### config.mk
export PLATFORM = sky130hd
export DESIGN_NAME = regfile_writeback
export DESIGN_NICKNAME = d
export VERILOG_FILES = /design/src/rtl/regfile_writeback.sv
export SDC_FILE = /design/constraint.sdc
export NUM_CORES = 1
export LEC_CHECK = 0
export CAP_MARGIN = 20
export CORE_UTILIZATION = 62
export CTS_BUF_LIST = sky130_fd_sc_hd__clkbuf_8
export CTS_CLUSTER_DIAMETER = 60
export DETAILED_ROUTE_END_ITERATION = 10
export PLACE_DENSITY = 0.89
export SLEW_MARGIN = 20
export SYNTH_ARGS = -nofsm -noshare
export SYNTH_HDL_FRONTEND = slang
export SYNTH_SLANG_ARGS = --single-unit
### constraint.sdc
create_clock -name clk -period 11.8 [get_ports clk]
set_input_delay 2.36 -clock clk [delete_from_list [all_inputs] [get_ports clk]]
set_output_delay 2.36 -clock clk [all_outputs]
set_load 0.1 [all_outputs]
### src/rtl/regfile_writeback.sv
// rtl/regfile_writeback.sv - merges execute and load results onto the register file write port
//
// Execute beats (primary rd plus optional base-register writeback) are queued in a small
// compacting FIFO. Load results bypass the FIFO, take priority on the single write port and
// cancel any queued write to the same register. A per-register pending mask lets decode stall
// on writes that are still queued.
//
// Ports:
//   clk, rst                 clock, synchronous active-high reset
//   ex_valid / ex_ready      execute beat handshake
//   ex_rd_en, ex_rd, ex_rd_data      primary write carried by the beat
//   ex_wb_en, ex_wb_reg, ex_wb_data  base-register writeback carried by the beat
//   mem_valid, mem_rd, mem_data      load result, never backpressured
//   write, write_req, write_data     registered register file write port
//   pending                  bit r set while a queued entry targets register r
module regfile_writeback #(
  parameter int DEPTH = 4
) (
  input  logic        clk,
  input  logic        rst,
  input  logic        ex_valid,
  output logic        ex_ready,
  input  logic        ex_rd_en,
  input  logic [3:0]  ex_rd,
  input  logic [31:0] ex_rd_data,
  input  logic        ex_wb_en,
  input  logic [3:0]  ex_wb_reg,
  input  logic [31:0] ex_wb_data,
  input  logic        mem_valid,
  input  logic [3:0]  mem_rd,
  input  logic [31:0] mem_data,
  output logic [3:0]  write,
  output logic        write_req,
  output logic [31:0] write_data,
  output logic [15:0] pending
);

  localparam int NCAND = DEPTH + 2;

  // Queue storage. Valid entries are always packed at the low slots (slot 0 is the head),
  // so q_vld is a thermometer code and occupancy never needs an explicit counter.
  logic [3:0]       q_reg  [DEPTH];
  logic [31:0]      q_data [DEPTH];
  logic [DEPTH-1:0] q_vld;

  logic accept;
  logic push_rd;
  logic push_wb;
  logic pop;

  // Candidates for the next queue contents: current entries followed by this cycle's pushes.
  logic [3:0]       c_reg  [NCAND];
  logic [31:0]      c_data [NCAND];
  logic [NCAND-1:0] c_keep;

  logic [3:0]       n_reg  [DEPTH];
  logic [31:0]      n_data [DEPTH];
  logic [DEPTH-1:0] n_vld;
  logic [15:0]      n_pending;

  // Two free slots are always required so a dual-write beat can never overflow; the
  // decision depends on occupancy only, never on ex_valid.
  assign ex_ready = !rst && !q_vld[DEPTH-2];
  assign accept   = ex_valid && ex_ready;
  assign push_rd  = accept && ex_rd_en;
  // Writing the same register twice from one beat: the primary result is the one that counts.
  assign push_wb  = accept && ex_wb_en && !(ex_rd_en && (ex_rd == ex_wb_reg));
  // A load owns the port this cycle, so the queue only drains when no load is present.
  assign pop      = !mem_valid && q_vld[0];

  always_comb begin
    int pos;
    for (int k = 0; k < DEPTH; k++) begin
      c_reg[k]  = q_reg[k];
      c_data[k] = q_data[k];
      // The load is architecturally younger than anything queued, so a queued write to the
      // same register is dead and is dropped here rather than reaching the port.
      c_keep[k] = q_vld[k] && !(pop && (k == 0)) && !(mem_valid && (q_reg[k] == mem_rd));
    end
    c_reg[DEPTH]    = ex_rd;
    c_data[DEPTH]   = ex_rd_data;
    c_keep[DEPTH]   = push_rd;
    c_reg[DEPTH+1]  = ex_wb_reg;
    c_data[DEPTH+1] = ex_wb_data;
    c_keep[DEPTH+1] = push_wb;

    for (int j = 0; j < DEPTH; j++) begin
      n_reg[j]  = '0;
      n_data[j] = '0;
    end
    n_vld     = '0;
    n_pending = '0;

    // Compact the surviving candidates, preserving order, into the low slots.
    pos = 0;
    for (int k = 0; k < NCAND; k++) begin
      if (c_keep[k]) begin
        for (int j = 0; j < DEPTH; j++) begin
          if (pos == j) begin
            n_reg[j]  = c_reg[k];
            n_data[j] = c_data[k];
          end
        end
        pos = pos + 1;
      end
    end

    for (int j = 0; j < DEPTH; j++) begin
      n_vld[j] = (j < pos);
      if (j < pos) begin
        n_pending = n_pending | (16'd1 << n_reg[j]);
      end
    end
  end

  // Entry payloads need no reset; q_vld masks them.
  always_ff @(posedge clk) begin
    for (int j = 0; j < DEPTH; j++) begin
      q_reg[j]  <= n_reg[j];
      q_data[j] <= n_data[j];
    end
  end

  always_ff @(posedge clk) begin
    if (rst) begin
      q_vld      <= '0;
      pending    <= '0;
      write_req  <= 1'b0;
      write      <= '0;
      write_data <= '0;
    end else begin
      q_vld   <= n_vld;
      pending <= n_pending;
      if (mem_valid) begin
        write      <= mem_rd;
        write_data <= mem_data;
        write_req  <= 1'b1;
      end else if (q_vld[0]) begin
        write      <= q_reg[0];
        write_data <= q_data[0];
        write_req  <= 1'b1;
      end else begin
        // Index and data hold their last value; only the request drops.
        write_req <= 1'b0;
      end
    end
  end

endmodule
==> impl.org, run 1 <==
** Status
- Outcome :: complete, no violations

** Hold path
- In this run the most critical hold path is launched from write_data[13].
- Hold Path Class :: register to register

** STA
- Post-Route Setup TNS :: 0 ns
- Final period util :: 0.732
- Final worst-path setup slack :: 3.17 ns
- Setup repair after global routing left no endpoint under its margin.
- Final worst clock skew :: 0.0178 ns
- The number of slew-limit violations in the final report came to 0.
- On the final layout, the worst hold slack is 0.617 ns.
- The hold violation count in the final report came to 0.
- Max frequency :: 116 MHz
- Final setup vio count :: 0
- After layout, the minimum clock period comes to 8.63 ns.
- The worst pin sits at a relative slew slack of 0.301.
- Slew at the pin with the worst max-slew slack :: 1.05 ns

** Clock network
- The H-tree was split into 2 levels.
- Counting the buffers created by CTS gives 36.
- Post-CTS Hold Buffers :: 0
- Clock Path Buffers :: 3
- The root buffer cell chosen for the clock tree is sky130_fd_sc_hd__clkbuf_8.
- Post-CTS setup-driven buffer insertion count :: 0
- Clock-pin slew was measured on the worst setup and hold paths at 0.06 ns.
- TritonCTS built the clock tree.
- Gates resized during post-CTS repair numbered 0.
- The clock reaches the later pin of the worst-skew pair after 0.55 ns.
- The tree built by TritonCTS fans out to 201 sinks.

** Drt
- Before antenna repair, the detailed router went through 6 iterations.
- After detailed routing, the number of remaining DRC violations is 0.
- Post-detailed-route wirelength per cell :: 20.8 um
- After detailed routing, the total wire length is 44500 um.
- For this block, the initial DRC count from the detailed router was 1658.
- Once detail routing completed, the nets flagged for antenna violations numbered 0.
- Via count :: 14200
- Vias per std cell :: 6.63

** Yosys
- Syn nets :: 1902
- Yosys attributes the largest share of cell area to sky130_fd_sc_hd__dfxtp_1, sky130_fd_sc_hd__nand2_1, sky130_fd_sc_hd__a21oi_1, sky130_fd_sc_hd__o21ai_0, sky130_fd_sc_hd__nand3_1.
- In the synthesized netlist, the cells that appear most often are sky130_fd_sc_hd__nand2_1, sky130_fd_sc_hd__a21oi_1, sky130_fd_sc_hd__o21ai_0.
- sky130_fd_sc_hd__nand2_1 is the most common cell in the netlist.
- Of the post-synthesis cell area, the dominant cell type holds 0.327.
- Averaged over all synthesized cells, the footprint is 6.95 um^2.
- Synthesized instance count :: 1773
- The biggest area contributor in the post-synthesis netlist is sky130_fd_sc_hd__dfxtp_1.
- Number of synthesized register bits :: 201
- Counting distinct cell types in the post-synthesis netlist gives 78.
- The cell area that synthesis handed to floorplanning was 12300 um^2.
- Share of synthesized flip-flops with an asynchronous set or reset :: 0
- Part of the Yosys area used for sequential elements :: 0.327
- Counting flops with a built-in enable in the synthesized netlist gives 0.
- The Yosys step of the flow raised 0 warnings.
- Among all flip-flop cells after synthesis, the most frequent one is sky130_fd_sc_hd__dfxtp_1.

** Global route
- The number of global-route vias before repair was 13200.
- In the global route stage, overall resource usage came out at 0.433.
- Pin count of the biggest net entering global routing :: 80
- Global routing finished with a remaining overflow of 0.
- The number of antenna violations at the first check in global routing came to 2.
- The first global-routing pass estimated 69100 um of wire.

** Pwr
- Worst IR drop on VDD :: 0.0000795 V
- Total power :: 0.00170 W
- Power density of the placed cells :: 115 nW/um^2
- Leakage power figure :: 5.22 nW

** Die
- FP Rows :: 51
- Core Area :: 19500 um^2
- The floorplan step defined a die boundary enclosing 20400 um^2.
- The die is 143 um tall.
- During I/O placement, the number of pins put on the boundary was 168.
- The initial utilization of the core area, before any placement, comes to 0.633.
- From left edge to right edge, the die measures 143 um.

** Finish
- The register with the most flip-flops in the layout has 128 of them.
- Share of post-route cells with drive strength above 1 :: 0.0673
- The area growth from synthesis to layout is 20.0%.
- Ranked by flip-flop count, first place goes to q_data.
- Largest regs :: q_data x128, write_data x32
- Number of nets in the layout :: 1981
- The finished layout holds 2138 standard cells, fillers aside.

** Critical path
- Ordered list of cells on the worst path :: clkdlybuf4s50_1 > xor2_1 > nor4_1 > a21boi_4 > buf_4 > ha_1 > nand2b_1 > mux2i_2 > or2_4 > ha_1 > a211oi_1 > a31oi_1 > ha_1 > mux2i_1 > ha_1 > nand2_1 > nor3_4 > buf_4 > nor3_1 > a31o_2 > a22oi_1 > o221ai_1
- Startpoint-to-endpoint class of the critical path :: primary input to register
- The worst register-to-register path begins at q_vld[0].
- Required time of the critical path :: 12.18 ns
- Kind of end point of the critical path :: register
- Along the worst path, the maximum fanout reaches 44.
- In this run the register-to-register setup slack is 4.96 ns.
- The cell that appears most often on the critical path is sky130_fd_sc_hd__ha_1.
- The critical path starts at mem_rd[2].
- For this run, the slowest stage of the critical path takes 0.79 ns.
- The worst setup path is launched from a primary input.
- Critical Path Slowest Stage Cell :: sky130_fd_sc_hd__nor3_4
- Arrival time at the worst endpoint :: 9.01 ns

** Placement
- RePlAce Congestion :: 0.983
- Summed over all nets, the half-perimeter wirelength after detailed placement is 26400 um.
- Setup slack at placement :: 2.76 ns
- Count of buffers from port buffering :: 167
- Dpl cells :: 2078

** Flow run
- Across the run, the number of max-cap violations was 0.
worst max-delay path, delay by kind of cell:
family | cells | cell delay [ns]
and+or+nand+nor | 6 | 2.03
buffers and inverters | 3 | 1.41
adders and majority gates | 4 | 1.38
AOI/OAI and AO/OA | 6 | 1.07
muxes | 2 | 0.53
xor gates and xnor gates | 1 | 0.24
per-layer routing:
layer | vias up | global-route usage | routed length (um)
met4 | 2 | 0.238 | 1780
met3 | 200 | 0.102 | 6390
li1 | 6458 | - | -
met5 | - | 0 | 11
met2 | 1099 | 0.662 | 19400
met1 | 6422 | 0.562 | 17000
cells in the final DEF, fill, tap and decap left out, types with 19 or more instances in the layout:
cell type	instances
sky130_fd_sc_hd__a211oi_1	34
sky130_fd_sc_hd__a21oi_1	215
sky130_fd_sc_hd__a22oi_1	48
sky130_fd_sc_hd__a31oi_1	19
sky130_fd_sc_hd__buf_4	29
sky130_fd_sc_hd__clkbuf_8	42
sky130_fd_sc_hd__clkdlybuf4s50_1	165
sky130_fd_sc_hd__dfxtp_1	200
sky130_fd_sc_hd__inv_1	36
sky130_fd_sc_hd__mux2i_1	45
sky130_fd_sc_hd__nand2_1	309
sky130_fd_sc_hd__nand3_1	158
sky130_fd_sc_hd__nor2_1	141
sky130_fd_sc_hd__o211ai_1	37
sky130_fd_sc_hd__o21ai_0	206
layout make-up:
type	count	area (um^2)
flip-flops and latches	201	4030
multi-input cells	1386	7680
clock buffers	42	578
clock inverters	16	135
diodes	1	2.50
well taps	265	332
inverters	30	115
repair buffers	197	1910
fillers	1496	4680
power breakdown:
group / leakage (nW) / switching (W) / internal, W
sequential: 1.63 / 0.0000202 / 0.000707
combinational: 3.19 / 0.000202 / 0.000102
clock: 0.393 / 0.000304 / 0.000367
total: 5.22 / 0.000526 / 0.00118
worst paths after layout:
kind	end	cells past startpoint
min	write_data[13]	4
max	pending[11]	22
min reg2reg	write_data[13]	4
max reg2reg	pending[11]	23
per-stage QoR:
stage | utilization | instance area [um^2]
after floorplan | - | 12300
after global placement | 0.721 | 14000
after detailed placement | 0.721 | 14000
after CTS | 0.758 | 14700
after global routing | 0.759 | 14800
final | 0.759 | 14800
cell families (layout without fill, tap and decap cells):
logic type	Yosys count	in the layout	synth area share
compound gates	621	621	0.298
xor+xnor	23	23	0.0175
simple gates	677	677	0.239
mux	50	50	0.0425
flops	201	201	0.327
buf+inv	186	285	0.0606
fa+ha+maj	15	15	0.0152
other cells	0	1	0
No activity file was read; power rests on OpenSTA's default activity.
==> run 2, diff against run 1 <==
Settings changed: CORE_UTILIZATION 62 to 58, PLACE_DENSITY 0.89 to 0.84.
Clock period 11.8 ns to 8.65 ns, I/O delays scaled along.
==> run 2 against run 1 <==
Effect of this change:
- worst setup slack got worse by 1.8 ns
- critical endpoint is now pending[14]
- core utilization fell by 3.9 points
- cell count grew 0.70%
==> impl.org, run 2 (synthesis gave the netlist of run 1 again) <==
** Clock network
- In this run the clock root is driven by a sky130_fd_sc_hd__clkbuf_8.
- Clock Path Buffers :: 3 (unchanged)
- Post-CTS setup-driven buffer insertion count :: 0 (unchanged)
- The number of hold-repair buffers added at the cts stage came to 0 (unchanged).
- CTS tree :: yes
- The clock-pin slew reported for the worst setup and hold paths after clock tree synthesis is 0.06 ns (about the same).
- Clock buffers created by TritonCTS :: 37 (+2.8%)
- Clock latency on the worst-skew pair :: 0.54 ns (about the same)
- The clock sink count is 201 (unchanged).
- The H-tree depth reported by CTS was 2 (unchanged).
- Resized Gates After CTS :: 0 (unchanged)

** Critical path
- STA classifies the critical path endpoint as a register.
- The delay contributed by the slowest stage of the critical path is 0.54 ns (-0.25 ns).
- Among cell families on the critical path, the largest total delay comes from compound AO/OA/AOI/OAI gates.
- Crit path launch type :: primary input
- Critical Path Slowest Stage Cell :: sky130_fd_sc_hd__nor4_1
- The cell that appears most often on the critical path is sky130_fd_sc_hd__ha_1.
- The signal on the critical path passes through clkdlybuf4s50_1 > xor2_1 > nor4_1 > a21boi_4 > ha_1 > nand2b_1 > o21ai_1 > or2_4 > ha_1 > a211oi_1 > a31oi_1 > ha_1 > mux2i_1 > inv_1 > ha_1 > nand2_1 > or3b_1 > a21oi_2 > a21oi_1 > a32oi_1 > o221ai_1.
- Required time of the critical path :: 9.04 ns (-3.14 ns)
- The critical path data arrival time came to 7.71 ns (-1.30 ns).
- Largest driver fanout on the critical path :: 6 (-86%)
- Critical path buffers and inverters :: 2 (-1)
- The critical path in this run is classified as primary input to register.

** Drt
- Post-detailed-route wirelength per cell :: 20.3 um (-2.4%)
- The routed via count divided by cell count was 6.53 (-1.6%).
- The first-iteration detailed-routing DRC count is 1687 (+1.7%).
- Routed metal-1 wire length :: 17500 um (+3.0%)
- Total iterations of the first detailed-routing run :: 8 (+2)
- The wire length after detailed routing was 43700 um (-1.8%).
- The met3 wire length is 5520 um (-14%).
- The number of vias after detailed routing came to 14100 (-0.91%).
- The remaining number of nets flagged by the antenna check after routing is 0 (unchanged).
- Length of routed met2 wiring :: 19000 um (-2.0%)
- The DRC violation count after routing is 0 (unchanged).
- Top metal layer carrying routed signals :: met4

** Finish
- The share of cells above drive strength 1 was 0.0685 (+0.00120).
- Commonest non-fill, non-tap cells in the layout :: sky130_fd_sc_hd__nand2_1, sky130_fd_sc_hd__a21oi_1, sky130_fd_sc_hd__o21ai_0
- Leaving out fill and tap cells, the most frequent cell in the layout is sky130_fd_sc_hd__nand2_1.
- The number of nets in the final layout came to 1989 (+0.40%).
- Relative to the synthesized area, the layout overhead comes to 20.2%.
- N_diodes :: 0 (-1)
- In the final layout, the registers with the most flip-flops are q_data x128, write_data x32.
- Max reg flops :: 128 (unchanged)
- Counting flops per register, the top entry is q_data.

** Flow run
- The number of violations of the max-capacitance limit was 0 (unchanged).

** STA
- Setup repair after global routing left no endpoint under its margin.
- The transition time at the pin with the least slew margin came to 1.13 ns (+0.0897 ns).
- The final setup violation count is 0 (unchanged).
- The clock skew was 0.0184 ns (+0.000618 ns).
- In the finished design, the share of the clock period the worst path needs comes to 0.846.
- Max frequency :: 137 MHz
- Remaining max-slew budget at the tightest pin :: 0.239 (-0.0617)
- Fin crit period :: 7.32 ns
- The hold violation count in the final report came to 0 (unchanged).
- The accumulated negative setup slack came to 0 ns (unchanged).
- The number of slew-limit violations in the final report came to 0 (unchanged).

** Global route
- The number of antenna violations at the first check in global routing came to 0 (-2).
- Number of global-route vias before repair :: 13300 (+0.68%)
- The overall global routing resource usage is 0.394 (-0.0389).
- The global-route wire length before repair was 68800 um (-0.46%).
- The pin count of the biggest net entering global routing was 53 (-34%).
- Overall overflow remaining after global route :: 0 (unchanged)

** Die
- Die Footprint :: 21800 um^2 (+6.8%)
- Top-level I/O count :: 168 (unchanged)
- The area inside the core boundary came to 20600 um^2 (+5.6%).
- Die Y-Extent :: 148 um (+3.3%)
- The number of rows created at floorplan was 52 (+2.0%).
- The die span in x is 148 um (+3.3%).
- Starting density of the core :: 0.599 (-0.0338)

** Placement
- The count of port buffers added during placement was 167 (unchanged).
- The final weighted congestion of routability-driven global placement was 1.06 (+7.8%).
- The estimated wirelength of the detail-placed design came to 27800 um (+5.4%).

** Pwr
- Total power :: 0.00226 W (+33%)
- Total net switching power :: 0.000707 W (+35%)
- The proportion of power drawn by flip-flops and latches is 0.440 (+0.013).
- Share of total power in combinational logic :: 0.183 (+0.005)
- The power density over the cells was 152 nW/um^2 (+32%).
- The maximum vdd ir drop was 0.000129 V (+63%).
- The switching power share of the total is 0.314 (+0.00456).
- The leakage dissipation is 5.27 nW (+0.90%).
- Clock network fraction of design power :: 0.377 (-0.017)
- The cell internal power dissipation came to 0.00155 W (+32%).

** Hold path
- Hold Path Class :: register to register

** Status
- The run finished with clean final reports.
-- run 2: cell type report --
class	count	area, um^2
fillers	1757	5760
clock buffers	42	578
well taps	270	338
flip-flops and latches	201	4030
multi-input cells	1386	7680
clock inverters	20	91.3
repair buffers	204	1970
inverters	30	115
-- run 2: power groups by stage --
stage / Clock [W] / Combinational, W / Sequential (W)
floorplan: 0 / 0.000167 / 0.00109
global placement: 0 / 0.000397 / 0.00101
detailed placement: 0 / 0.000403 / 0.00101
CTS: 0.000853 / 0.000405 / 0.000992
global route: 0.000895 / 0.000436 / 0.000996
finish: 0.000850 / 0.000413 / 0.000993
-- run 2: path summary, 6_finish.rpt --
kind                                     start             end  slack (ns)  depth (start not counted)
worst max-delay path                 mem_rd[2]     pending[14]        1.33                         21
worst max register to register     q_reg[1][3]     pending[14]        2.74                         20
worst min register to register  write_data[19]  write_data[19]        0.62                          4
worst min-delay path            write_data[19]  write_data[19]        0.62                          4
-- run 2: through the flow --
step           setup slack, ns   util  cell area [um^2]  hold slack [ns]  std cells
2_1_floorplan             1.80      -             12300            0.577       1773
3_3_place_gp              1.21  0.686             14100            0.589       2090
3_5_place_dp              1.04  0.686             14100            0.606       2090
4_1_cts                   1.51  0.719             14800            0.623       2152
5_1_grt                   1.03  0.720             14800            0.663       2153
6_report                  1.33  0.720             14800            0.616       2153
-- run 2: worst reg2reg max path, cell delays in order, from the launching register on --
cell and delay (ns):
sky130_fd_sc_hd__dfxtp_1 0.45, sky130_fd_sc_hd__xor2_1 0.12, sky130_fd_sc_hd__nor4_1 0.50, sky130_fd_sc_hd__a21boi_4 0.13
sky130_fd_sc_hd__ha_1 0.37, sky130_fd_sc_hd__nand2b_1 0.19, sky130_fd_sc_hd__o21ai_1 0.29, sky130_fd_sc_hd__or2_4 0.22
sky130_fd_sc_hd__ha_1 0.27, sky130_fd_sc_hd__a211oi_1 0.29, sky130_fd_sc_hd__a31oi_1 0.15, sky130_fd_sc_hd__ha_1 0.38
sky130_fd_sc_hd__mux2i_1 0.43, sky130_fd_sc_hd__inv_1 0.13, sky130_fd_sc_hd__ha_1 0.21, sky130_fd_sc_hd__nand2_1 0.18
sky130_fd_sc_hd__or3b_1 0.46, sky130_fd_sc_hd__a21oi_2 0.42, sky130_fd_sc_hd__a21oi_1 0.19, sky130_fd_sc_hd__a32oi_1 0.25
sky130_fd_sc_hd__o221ai_1 0.13
-- run 2: routing by layer --
| metal | vias to the layer above | GRT usage |
|---|---|---|
| met1 | 6432 | 0.512 |
| met2 | 956 | 0.621 |
| met5 | - | 0 |
| li1 | 6468 | - |
| met3 | 196 | 0.0883 |
| met4 | 0 | 0.185 |
